--- config.mk ---
export PLATFORM = sky130hd
export DESIGN_NAME = ramp_wave_gen
export DESIGN_NICKNAME = d
export VERILOG_FILES = /design/src/rtl/ramp_gen_pkg.sv /design/src/rtl/ramp_prescaler.sv /design/src/rtl/ramp_wave_gen.sv
export SDC_FILE = /design/constraint.sdc
export NUM_CORES = 1
export LEC_CHECK = 0
export BUFFER_PORTS_ARGS = -buffer_cell sky130_fd_sc_hd__buf_2
export CAP_MARGIN = 0
export CORE_ASPECT_RATIO = 1.1
export CORE_MARGIN = 8
export CORE_UTILIZATION = 45
export CTS_CLUSTER_SIZE = 16
export DETAILED_ROUTE_END_ITERATION = 10
export HOLD_SLACK_MARGIN = 0.08
export PLACE_DENSITY = 0.71
export REMOVE_ABC_BUFFERS = 1
export SETUP_SLACK_MARGIN = 0.5
export SLEW_MARGIN = 10
export SYNTH_ARGS = -nofsm -noshare
export SYNTH_HDL_FRONTEND = slang
export SYNTH_SLANG_ARGS = --single-unit
--- constraint.sdc ---
create_clock -name clk -period 3.5 [get_ports clk]
set_clock_uncertainty 0.05 [all_clocks]
set_input_delay 0.35 -clock clk [delete_from_list [all_inputs] [get_ports clk]]
set_output_delay 0.35 -clock clk [all_outputs]
set_load 0.01 [all_outputs]
--- src/rtl/ramp_gen_pkg.sv ---
// Shared constants for the ramp/triangle generator: mode encodings and default widths.
package ramp_gen_pkg;

    localparam logic [1:0] MODE_TRI   = 2'b00;
    localparam logic [1:0] MODE_SAWUP = 2'b01;
    localparam logic [1:0] MODE_SAWDN = 2'b10;
    localparam logic [1:0] MODE_HOLD  = 2'b11;

    localparam int DEF_WIDTH  = 8;
    localparam int DEF_STEP_W = 8;
    localparam int DEF_DIV_W  = 16;

endpackage

--- src/rtl/ramp_prescaler.sv ---
// Rate counter: raises adv once every div+1 enabled cycles; count freezes while en is low.
module ramp_prescaler
    import ramp_gen_pkg::*;
#(
    parameter int DIV_W = DEF_DIV_W
) (
    input  logic             clk,
    input  logic             rst,
    input  logic             en,
    input  logic [DIV_W-1:0] div,
    output logic             adv
);

    logic [DIV_W-1:0] count_reg;

    // >= rather than == so a shrinking div mid-count still advances promptly.
    assign adv = en && (count_reg >= div);

    always_ff @(posedge clk) begin
        if (rst) begin
            count_reg <= '0;
        end else if (en) begin
            if (adv) begin
                count_reg <= '0;
            end else begin
                count_reg <= count_reg + 1'b1;
            end
        end
    end

endmodule

--- src/rtl/ramp_wave_gen.sv ---
// Bounded triangle / sawtooth / hold waveform source with programmable step, bounds and rate.
module ramp_wave_gen
    import ramp_gen_pkg::*;
#(
    parameter int WIDTH  = DEF_WIDTH,
    parameter int STEP_W = DEF_STEP_W,
    parameter int DIV_W  = DEF_DIV_W
) (
    input  logic              clk,
    input  logic              rst,
    input  logic              en,
    input  logic [1:0]        mode,
    input  logic [STEP_W-1:0] step,
    input  logic [WIDTH-1:0]  lo,
    input  logic [WIDTH-1:0]  hi,
    input  logic [DIV_W-1:0]  div,
    output logic [WIDTH-1:0]  wave,
    output logic              dir,
    output logic              tick,
    output logic              peak,
    output logic              trough
);

    logic adv;

    logic [WIDTH-1:0] wave_reg, wave_next;
    logic             dir_reg, dir_next;
    logic             tick_reg, tick_next;
    logic             peak_reg, peak_next;
    logic             trough_reg, trough_next;

    logic [WIDTH:0]   wave_ext, step_ext, lo_ext, hi_ext;
    logic [WIDTH:0]   sum, lo_plus;
    logic [WIDTH-1:0] diff;

    ramp_prescaler #(
        .DIV_W (DIV_W)
    ) u_prescaler (
        .clk (clk),
        .rst (rst),
        .en  (en),
        .div (div),
        .adv (adv)
    );

    // One guard bit so wave+step and lo+step can never wrap.
    assign wave_ext = {1'b0, wave_reg};
    assign step_ext = {{(WIDTH + 1 - STEP_W){1'b0}}, step};
    assign lo_ext   = {1'b0, lo};
    assign hi_ext   = {1'b0, hi};
    assign sum      = wave_ext + step_ext;
    assign lo_plus  = lo_ext + step_ext;
    assign diff     = wave_reg - step_ext[WIDTH-1:0];

    always_comb begin
        wave_next   = wave_reg;
        dir_next    = dir_reg;
        tick_next   = adv;
        peak_next   = 1'b0;
        trough_next = 1'b0;
        if (adv) begin
            if (lo >= hi) begin
                wave_next = lo;
                dir_next  = 1'b1;
            end else if ((wave_reg < lo) || (wave_reg > hi)) begin
                wave_next   = lo;
                dir_next    = 1'b1;
                trough_next = 1'b1;
            end else if ((step == '0) || (mode == MODE_HOLD)) begin
                wave_next = wave_reg;
            end else begin
                case (mode)
                    MODE_TRI: begin
                        if (dir_reg) begin
                            if (sum >= hi_ext) begin
                                wave_next = hi;
                                dir_next  = 1'b0;
                                peak_next = 1'b1;
                            end else begin
                                wave_next = sum[WIDTH-1:0];
                            end
                        end else begin
                            if (wave_ext <= lo_plus) begin
                                wave_next   = lo;
                                dir_next    = 1'b1;
                                trough_next = 1'b1;
                            end else begin
                                wave_next = diff;
                            end
                        end
                    end
                    MODE_SAWUP: begin
                        dir_next = 1'b1;
                        if (sum > hi_ext) begin
                            wave_next   = lo;
                            trough_next = 1'b1;
                        end else begin
                            wave_next = sum[WIDTH-1:0];
                        end
                    end
                    MODE_SAWDN: begin
                        dir_next = 1'b0;
                        if (wave_ext < lo_plus) begin
                            wave_next = hi;
                            peak_next = 1'b1;
                        end else begin
                            wave_next = diff;
                        end
                    end
                    default: begin
                        wave_next = wave_reg;
                    end
                endcase
            end
        end
    end

    always_ff @(posedge clk) begin
        if (rst) begin
            wave_reg   <= '0;
            dir_reg    <= 1'b1;
            tick_reg   <= 1'b0;
            peak_reg   <= 1'b0;
            trough_reg <= 1'b0;
        end else begin
            wave_reg   <= wave_next;
            dir_reg    <= dir_next;
            tick_reg   <= tick_next;
            peak_reg   <= peak_next;
            trough_reg <= trough_next;
        end
    end

    assign wave   = wave_reg;
    assign dir    = dir_reg;
    assign tick   = tick_reg;
    assign peak   = peak_reg;
    assign trough = trough_reg;

endmodule

# --- After elaboration in Yosys (flattened, before gate mapping) ---
# Index checks and enable logic that the tools add are counted.
word_totals:
  reg_bits: 28
  inputBits: 45
  elab_cells: 58
  output_inout_bits: 12
classes:
  muxes: 26
  bitwise_logic: 1
  n_addsub: 4
  order_cmp: 8
  n_eq_ne: 4
  n_reduce_logical: 9
op_table:
  columns: ["operator", "count"]
  rows:
  - ["two-way mux 8 bit", 8]
  - ["one-hot mux 8 bit (3 select lines)", 1]
  - ["adder 8 x 8 -> 9 bit", 2]
  - ["adder 16 x 1 -> 16 bit, second input constant", 1]
  - [">= comparator 16 bit", 1]
  - ["two-way mux 16 bit", 1]
  - ["two-way mux 1 bit", 13]
  - [">= comparator 9 x 8 -> 1 bit", 1]
  - ["> comparator 9 x 8 -> 1 bit", 1]
  - ["less-or-equal comparator 8 x 9 -> 1 bit", 1]
  - ["< comparator 8 x 9 -> 1 bit", 1]
  - [">= comparator 8 bit", 1]
  - ["> comparator 8 bit", 1]
  - ["logical NOT 8 bit", 1]
  - ["< comparator 8 bit", 1]
  - ["subtractor 8 bit", 1]
  - ["nonzero test 5 bit", 1]
  - ["OR reduction 5 bit", 1]
  - ["equality test 2 bit, second input constant", 2]
  - ["one-hot mux 1 bit (2 select lines)", 2]
  - ["!= test 3 bit, second input constant", 1]
  - ["one-hot mux 1 bit (3 select lines)", 1]
  - ["AND reduction 3 bit", 1]
  - ["OR reduction 3 bit", 1]
  - ["5 further kinds", 6]

# --- Logic depth before layout (Yosys ltp) ---
# Gate-level depths: netlist of run 1.
logic_depth:
  word_depth: 8
  ltp_mapped: 18
  depth_no_buf: 16

# --- By module ---
# A second synthesis of run 1 with hierarchy kept.
unflattened:
  hier_cells: 517
  area_unflattened_um2: 4271.6
modules_own_cells:
  columns: ["module", "seq_area_each_um2", "cells_per_inst", "area_each_um2", "n_inst"]
  rows:
  - ["ramp_wave_gen", 240.2, 384, 3071.7, 1]
  - ["ramp_prescaler", 320.3, 133, 1199.9, 1]

# --- Worst setup path after synthesis of run 1 ---
# Ideal clock, no wire load.
synth_path:
  path_type: "register to register"
  from: "register wave_reg[2] (netlist: wave[2])"
  to: "register wave_reg[4] (netlist: wave[4])"
  t_arrival_ns: 3.511
  slack_ns: -0.136
  setup_ns: 0.074
  period_less_slack_ns: 3.636
  path_stages_with_launch: 17
  t_required_ns: 3.376
  n_path_buf: 2
  path_cell_list: "dfxtp_1 ha_1 buf_2 nand2b_1 a2bb2oi_2 a21oi_1 o21bai_1 xnor2_1 ha_1 a2111oi_2 o21ai_1 o22ai_2 nand3b_2 buf_6 a31oi_4 or4b_1 a31oi_1"
synth_via:
  elab_chain_cells: 8
  word_cells_on_any_way: 21
  cone_classes: "add/sub (2); order compare (6); eq/ne (1); mux (9); reduce/logical (3)"
synth_lines:
  columns: ["element", "line_no", "rtl"]
  rows:
  - ["from (decl)", "ramp_wave_gen.sv:26", "logic [WIDTH-1:0] wave_reg, wave_next;"]
  - ["from (signal assigned)", "ramp_wave_gen.sv:126", "wave_reg <= wave_next;"]
  - ["adder 8 x 8 -> 9 bit", "ramp_wave_gen.sv:51", "assign sum = wave_ext + step_ext;"]
  - [">= comparator 9 x 8 -> 1 bit", "ramp_wave_gen.sv:75", "if (sum >= hi_ext) begin"]
  - ["two-way mux 8 bit", "ramp_wave_gen.sv:75", null]
  - ["two-way mux 8 bit", "ramp_wave_gen.sv:74", "if (dir_reg) begin"]
  - ["one-hot mux 8 bit (3 select lines)", "ramp_wave_gen.sv:72", "case (mode)"]
  - ["two-way mux 8 bit", "ramp_wave_gen.sv:69", "end else if ((step == '0) || (mode == MODE_HOLD)) begin"]
  - ["two-way mux 8 bit", "ramp_wave_gen.sv:65", "end else if ((wave_reg < lo) || (wave_reg > hi)) begin"]
  - ["two-way mux 8 bit", "ramp_wave_gen.sv:62", "if (lo >= hi) begin"]
# Several ways; a longest one is shown, not always the timed one. The select of a mux whose other input is x is not followed.
# A chain may end at the register's enable or synchronous reset.

# --- Final worst setup path of run 1 ---
# Same ends and word-level chain as after synthesis.

==> impl_metrics.tcl, run 1 <==
set metrics [dict create \
    status "finished, violations left" \
    violations "negative setup slack" \
    critPathBufInv 2 \
    rsz0062_at_grt "yes" \
    max_freq_ghz 0.2715 \
    synth.largest_area_cell "ha_1" \
    start_util 0.4646 \
    fillers 815 \
    yosysSeqAreaShare 0.1360 \
    ios 57 \
    path_clk_slew_ns 0.11 \
    grt_use_met2 0.3772 \
    peakVddDrop_mv 0.1503 \
    post-place-ws_ns -0.4367 \
    crit_end "wave[4]$_SDFFE_PP0P_" \
    ys.flop_type "dfxtp_1" \
    slew_headroom 0.5224 \
    netlist_instances 518 \
    r2r_cells 16 \
    grt_pass1_wl_um 21630 \
    gp_congestion 0.9335 \
    std_cell_rows 36 \
    critPathTopFamily "compound AO/OA/AOI/OAI gates" \
    ys_top_cells_by_count "ha_1 (83), inv_1 (54), a21oi_1 (48)" \
    synth.avg_cell_area_sq_um 7.959 \
    nets 769 \
    swShare 0.3459 \
    viasPerCell 5.875 \
    rr_endpoint "wave[4]$_SDFFE_PP0P_" \
    yosysUniqueCellTypes 71 \
    critPathArrivalTime_ns 3.86 \
    io_buffers 56 \
    hold_viol 0 \
    htree_levels 1 \
    internal-power_w 0.0006750 \
    drive_gt1_frac 0.2779 \
    fin_cells 751 \
    r2r_slack_ns -0.18 \
    largest_reg_flops 16 \
    use_met1 0.2568 \
    critical_path_depth 16 \
    drt_iter0_markers 331 \
    first_pass_iters 4 \
    use_met3 0.03035 \
    crit_required_ns 3.67 \
    min_path_type "input port to flop" \
    cts-hold-fix-buffers 0 \
    post-place-cells 738 \
    numCtsBuffers 3 \
    drtAntennaViolNets 0 \
    synthesis.area_sq_mm 0.004123 \
    die_y_um 116.4 \
    yosysMostFrequentCell "ha_1" \
    clock-sinks 28 \
    path_cells "buf_4 > ha_1 > nor3b_1 > a21oi_1 > o21ai_0 > nor2_1 > xor2_1 > ha_1 > o21a_1 > o21a_1 > o22ai_4 > buf_6 > nand3b_4 > a31oi_4 > or4b_4 > a31oi_1" \
    rr_startpoint "wave[2]$_SDFFE_PP0P_" \
    seqPwrFrac 0.314 \
    max_stage_delay_ns 0.48 \
    grt_start_max_net_pins 17 \
    antenna_cells 0 \
    fin_crit_sh 1.052 \
    clk_latency_ns 0.29 \
    finalSetupViolations 9 \
    switchingPower_w 0.0003569 \
    min_period_ns 3.683 \
    wl_um 13640 \
    core_area_sq_mm 0.008874 \
    overflow 0 \
    tightest_slew_ns 0.7116 \
    synth-edff-count 0 \
    root_buffer "clkbuf_8" \
    grt-busiest-layer "met2" \
    power.share.clock 0.262 \
    cap_violations 0 \
    route.vias.total 4412 \
    crit_start "wave[2]$_SDFFE_PP0P_" \
    grt_pass1_vias 4459 \
    cp_max_fo 5 \
    crit_slowest_cell "or4b_4" \
    area_growth_syn_to_layout_pct 26.83 \
    die_area_sq_mm 0.01248 \
    async_flop_share 0 \
    clk_path_buf_depth 2 \
    synthTopCellsByArea "ha_1 (25%), dfxtp_1 (14%), a21oi_1 (5.8%)" \
    synth_top_area_frac 0.2519 \
    crit_type "flop to flop" \
    leakage_nw 2.585 \
    track_usage 0.2178 \
    cts_tree "built" \
    drc 0 \
    die_width_um 107.3 \
    powerDensity_mw_per_mm2 197.4 \
    drv_slew 0 \
    yosysWarnings 0 \
    synth_seq_cells 28 \
    dp.final_hpwl_um 11000 \
    wl_per_cell_um 18.17 \
    end_kind "flop" \
    worst_slack_ns -0.1833 \
    antenna_found_initial 0 \
    startpoint_type "flop" \
    pwr-share-comb 0.424 \
]
==> per-stage QoR <==
stage | area, sq um | hold WS, ns | TNS [ns] | util | power (W)
finish | 5229 | 0.3508 | -0.9317 | 0.5893 | 0.001032
global route | 5229 | 0.3410 | -2.555 | 0.5893 | 0.001092
CTS | 5146 | 0.3438 | -0.4031 | 0.5799 | 0.001015
detailed placement | 4961 | 0.4695 | -3.774 | 0.5591 | 0.0007306
global placement | 4961 | 0.4583 | -2.862 | 0.5591 | 0.0007182
floorplan | 4058 | 0.3919 | -0.5136 | - | 0.0005636
==> layout by cell type, fill, tap and decap left out, drive strengths merged, types with 4 or more instances in the layout <==
| cell type | count |
|---|---|
| dfxtp | 28 |
| mux2 | 7 |
| xor2 | 14 |
| o21a | 8 |
| nand4 | 9 |
| or3 | 4 |
| a21o | 7 |
| nor2b | 6 |
| nor3 | 4 |
| o21ai | 29 |
| inv | 55 |
| a21oi | 48 |
| o21bai | 6 |
| xnor2 | 18 |
| a211oi | 6 |
| nand3 | 14 |
| nand2b | 5 |
| and3 | 10 |
| nand2 | 32 |
| a221oi | 6 |
| ha | 83 |
| mux2i | 10 |
| nor2 | 40 |
| buf | 128 |
| o211ai | 7 |
| a31oi | 5 |
==> power by group through the flow <==
stage	registers [W]	clock network (W)	logic (W)
after global routing	0.000324	0.000288	0.000479
after detailed placement	0.000332	0	0.000399
final	0.000324	0.000271	0.000438
after global placement	0.000332	0	0.000386
after CTS	0.000324	0.000272	0.000418
after floorplan	0.000331	0	0.000233
==> layout make-up <==
class | count | area (sq um) | area share
Clock buffer | 3 | 41.29 | 0.007897
Clock inverter | 1 | 30.03 | 0.005743
Inverter | 55 | 206.4 | 0.03948
Multi-Input combinational cell | 422 | 3413 | 0.6528
Sequential cell | 28 | 566.8 | 0.1084
Tap cell | 114 | 142.6 | 0.02728
Timing Repair Buffer | 128 | 828.3 | 0.1584
==> worst reg2reg max path: stages, from the launching register on <==
cell and delay [ns]:
dfxtp_2 0.36, buf_4 0.14, ha_1 0.22, nor3b_1 0.15, a21oi_1 0.20, o21ai_0 0.12
nor2_1 0.14, xor2_1 0.32, ha_1 0.31, o21a_1 0.17, o21a_1 0.19, o22ai_4 0.20
buf_6 0.13, nand3b_4 0.12, a31oi_4 0.18, or4b_4 0.48, a31oi_1 0.13
==> logic make-up (layout without fill, tap and decap cells) <==
logic type,Yosys count,count (layout),synth area share
compound gates,147,147,0.2440
xor+xnor,32,32,0.06798
fa+ha+maj,86,86,0.2665
buf+inv,69,187,0.06586
flops,28,28,0.1360
mux,17,17,0.04340
simple gates,139,140,0.1763
==> layer usage <==
| metal | vias to the layer above | wire length (um) |
|---|---|---|
| li1 | 2129 | - |
| met4 | 0 | 541 |
| met5 | - | 0 |
| met3 | 42 | 810 |
| met2 | 166 | 6507 |
| met1 | 2075 | 5784 |
==> timing repair <==
| action | in CTS | in global routing |
|---|---|---|
| hold endpoints to repair | 0 | 0 |
| pin swaps | 13 | 16 |
| setup buffers | 6 | 2 |
| gates resized for setup | 15 | 17 |
| endpoints found under the setup margin | 11 | 11 |
| gates cloned | 1 | 0 |
==> worst min path at each step <==
stage | startpoint | slack (ns) | cells after the start | endpoint
6_report | rst | 0.35 | 2 | wave[7]$_SDFFE_PP0P_
5_1_grt | rst | 0.34 | 2 | wave[7]$_SDFFE_PP0P_
4_1_cts | rst | 0.34 | 2 | wave[1]$_SDFFE_PP0P_
3_5_place_dp | u_prescaler.count_reg[15]$_SDFFE_PP0P_ | 0.47 | 2 | u_prescaler.count_reg[15]$_SDFFE_PP0P_
3_3_place_gp | u_prescaler.count_reg[15]$_SDFFE_PP0P_ | 0.46 | 2 | u_prescaler.count_reg[15]$_SDFFE_PP0P_
2_1_floorplan | rst | 0.39 | 1 | tick$_SDFF_PP0_
No activity file was read; power rests on OpenSTA's default activity.
==> run 2: changes to the inputs <==
--- a/config.mk
+++ b/config.mk
@@ -13,7 +13,7 @@
 export CTS_CLUSTER_SIZE = 16
 export DETAILED_ROUTE_END_ITERATION = 10
 export HOLD_SLACK_MARGIN = 0.08
-export PLACE_DENSITY = 0.71
+export PLACE_DENSITY = 0.69
 export REMOVE_ABC_BUFFERS = 1
 export SETUP_SLACK_MARGIN = 0.5
 export SLEW_MARGIN = 10
==> constraint.sdc (replaced) <==
create_clock -name clk -period 3.85 [get_ports clk]
set_clock_uncertainty 0.05 [all_clocks]
set_input_delay 0.385 -clock clk [delete_from_list [all_inputs] [get_ports clk]]
set_output_delay 0.385 -clock clk [all_outputs]
set_load 0.01 [all_outputs]
==> run 2 against run 1 <==
Effect of this change: the run now ends clean; first-iteration DRC count down 11%; sequential share of layout area down 0.059 points; sequential cell count unchanged; critical path depth unchanged; sequential power down 9.3%; combinational power down 6.2%; register-to-register slack better by 0.38 ns; highest routed layer unchanged.
==> impl_metrics.tcl, run 2 (synthesis gave the netlist of run 1 again) <==
set metrics [dict create \
    status "finished, final reports clean" \
    path_clk_slew_ns 0.11 \
    std_cell_rows 36 \
    core_area_sq_mm 0.008874 \
    end_kind "flop" \
    wl_um 14110 \
    tightest_slew_ns 0.9803 \
    min_from "rst" \
    htree_levels 1 \
    area_growth_syn_to_layout_pct 27.80 \
    switchingPower_w 0.0003301 \
    peakVddDrop_mv 0.1060 \
    clk_path_buf_depth 2 \
    rsz0062_at_grt "yes" \
    dp.final_hpwl_um 11080 \
    drt_iter0_markers 296 \
    pwr-share-comb 0.432 \
    leakage_nw 2.554 \
    rr_startpoint "wave[0]$_SDFFE_PP0P_" \
    crit_start "wave[0]$_SDFFE_PP0P_" \
    tns_ns 0 \
    drive_gt1_frac 0.2832 \
    cap_violations 0 \
    drv_slew 0 \
    crit_top_cell "buf_4" \
    critPathArrivalTime_ns 3.83 \
    cts_tree "built" \
    min_path_type "input port to flop" \
    min_period_ns 3.657 \
    max_freq_ghz 0.2735 \
    cp_max_fo 5 \
    track_usage 0.2222 \
    slew_headroom 0.3393 \
    die_width_um 107.3 \
    p_total_w 0.0009503 \
    r2r_slack_ns 0.19 \
    whs_ns 0.4161 \
    fin_crit_sh 0.9498 \
    die_y_um 116.4 \
    io_buffers 56 \
    crit_slowest_cell "or4b_1" \
    gp_congestion 0.9620 \
    hold_viol 0 \
    start_util 0.4646 \
    overflow 0 \
    die_area_sq_mm 0.01248 \
    max_stage_delay_ns 0.44 \
    startpoint_type "flop" \
    internal-power_w 0.0006202 \
    antenna_found_initial 0 \
    root_buffer "clkbuf_8" \
    drtAntennaViolNets 0 \
    crit_required_ns 4.02 \
    antenna_cells 0 \
    first_pass_iters 5 \
    power.share.clock 0.258 \
    ios 57 \
    drc 0 \
    largest_reg_flops 16 \
    final_common_cell "ha_1" \
    route.vias.total 4407 \
    grt_pass1_wl_um 22080 \
    grt_start_max_net_pins 17 \
    clock-sinks 28 \
    numCtsBuffers 3 \
    utilization 0.5938 \
    path_cells "ha_4 > fa_2 > nand2b_1 > a2bb2oi_2 > buf_4 > buf_4 > xnor2_1 > ha_1 > nand4_1 > nor2_1 > nand3b_4 > nor3_1 > buf_4 > a31oi_4 > or4b_1 > a31oi_1" \
    powerDensity_mw_per_mm2 180.4 \
    crit_type "flop to flop" \
    seqPwrFrac 0.310 \
    viasPerCell 5.908 \
    clk_latency_ns 0.29 \
    swShare 0.3473 \
    finalSetupViolations 0 \
    mostFrequentLayoutCells "ha_1 (76), buf_4 (61), buf_2 (56)" \
    wl_per_cell_um 18.92 \
    grt_pass1_vias 4510 \
    nets 764 \
]
==> run 2: power by group through the flow <==
stage	Combinational (W)	Clock, W	Sequential, W
2_1_floorplan	0.000212	0	0.000301
3_3_place_gp	0.000340	0	0.000302
3_5_place_dp	0.000349	0	0.000302
4_1_cts	0.000378	0.000246	0.000294
5_1_grt	0.000443	0.000259	0.000295
6_report	0.000411	0.000245	0.000294
==> run 2: path summary, 6_finish.rpt <==
| kind | end | cells past startpoint |
|---|---|---|
| worst max-delay path | wave[4]$_SDFFE_PP0P_ | 16 |
| worst min-delay path | wave[1]$_SDFFE_PP0P_ | 2 |
| worst min register to register | u_prescaler.count_reg[15]$_SDFFE_PP0P_ | 2 |
| worst max register to register | wave[4]$_SDFFE_PP0P_ | 16 |
==> run 2: cell type report <==
class                           instances  area (sq um)
Clock buffer                            3         41.29
Clock inverter                          1         30.03
Fill cell                             821          3605
Inverter                               55         206.4
Multi-Input combinational cell        422          3475
Sequential cell                        28         568.0
Tap cell                              114         142.6
Timing Repair Buffer                  123         805.8
==> run 2: per-stage QoR <==
stage / cell area, sq um / std cells / setup slack, ns
floorplan: 4058 / 504 / 0.1629
global placement: 4841 / 722 / -0.06142
detailed placement: 4841 / 722 / -0.1448
CTS: 5147 / 740 / 0.3070
global route: 5269 / 746 / 0.06191
finish: 5269 / 746 / 0.1934
==> run 2: what timing repair did <==
action,CTS,global route
buffers inserted,13,6
hold buffers,0,0
setup endpoints to repair,11,11
pin swaps,26,28
gates cloned,1,0
resized for setup,27,17
endpoints found under the hold margin,0,0
==> run 2: critical path, delay by kind of cell, from the launching register on <==
family / cells / cell delay (ns)
flip-flops: 1 / 0.38
AND/OR/NAND/NOR: 6 / 1.29
adder cells (fa/ha/maj): 3 / 0.72
XOR/XNOR: 1 / 0.34
AO/OA/AOI/OAI: 3 / 0.36
buffers and inverters: 3 / 0.43
==> run 2: layer usage <==
metal,up-vias,share of wire,track usage
met4,0,0.041,0.09859
met1,2037,0.42,0.2657
met5,-,0,0
met2,185,0.47,0.3772
met3,59,0.071,0.04305
li1,2126,-,-
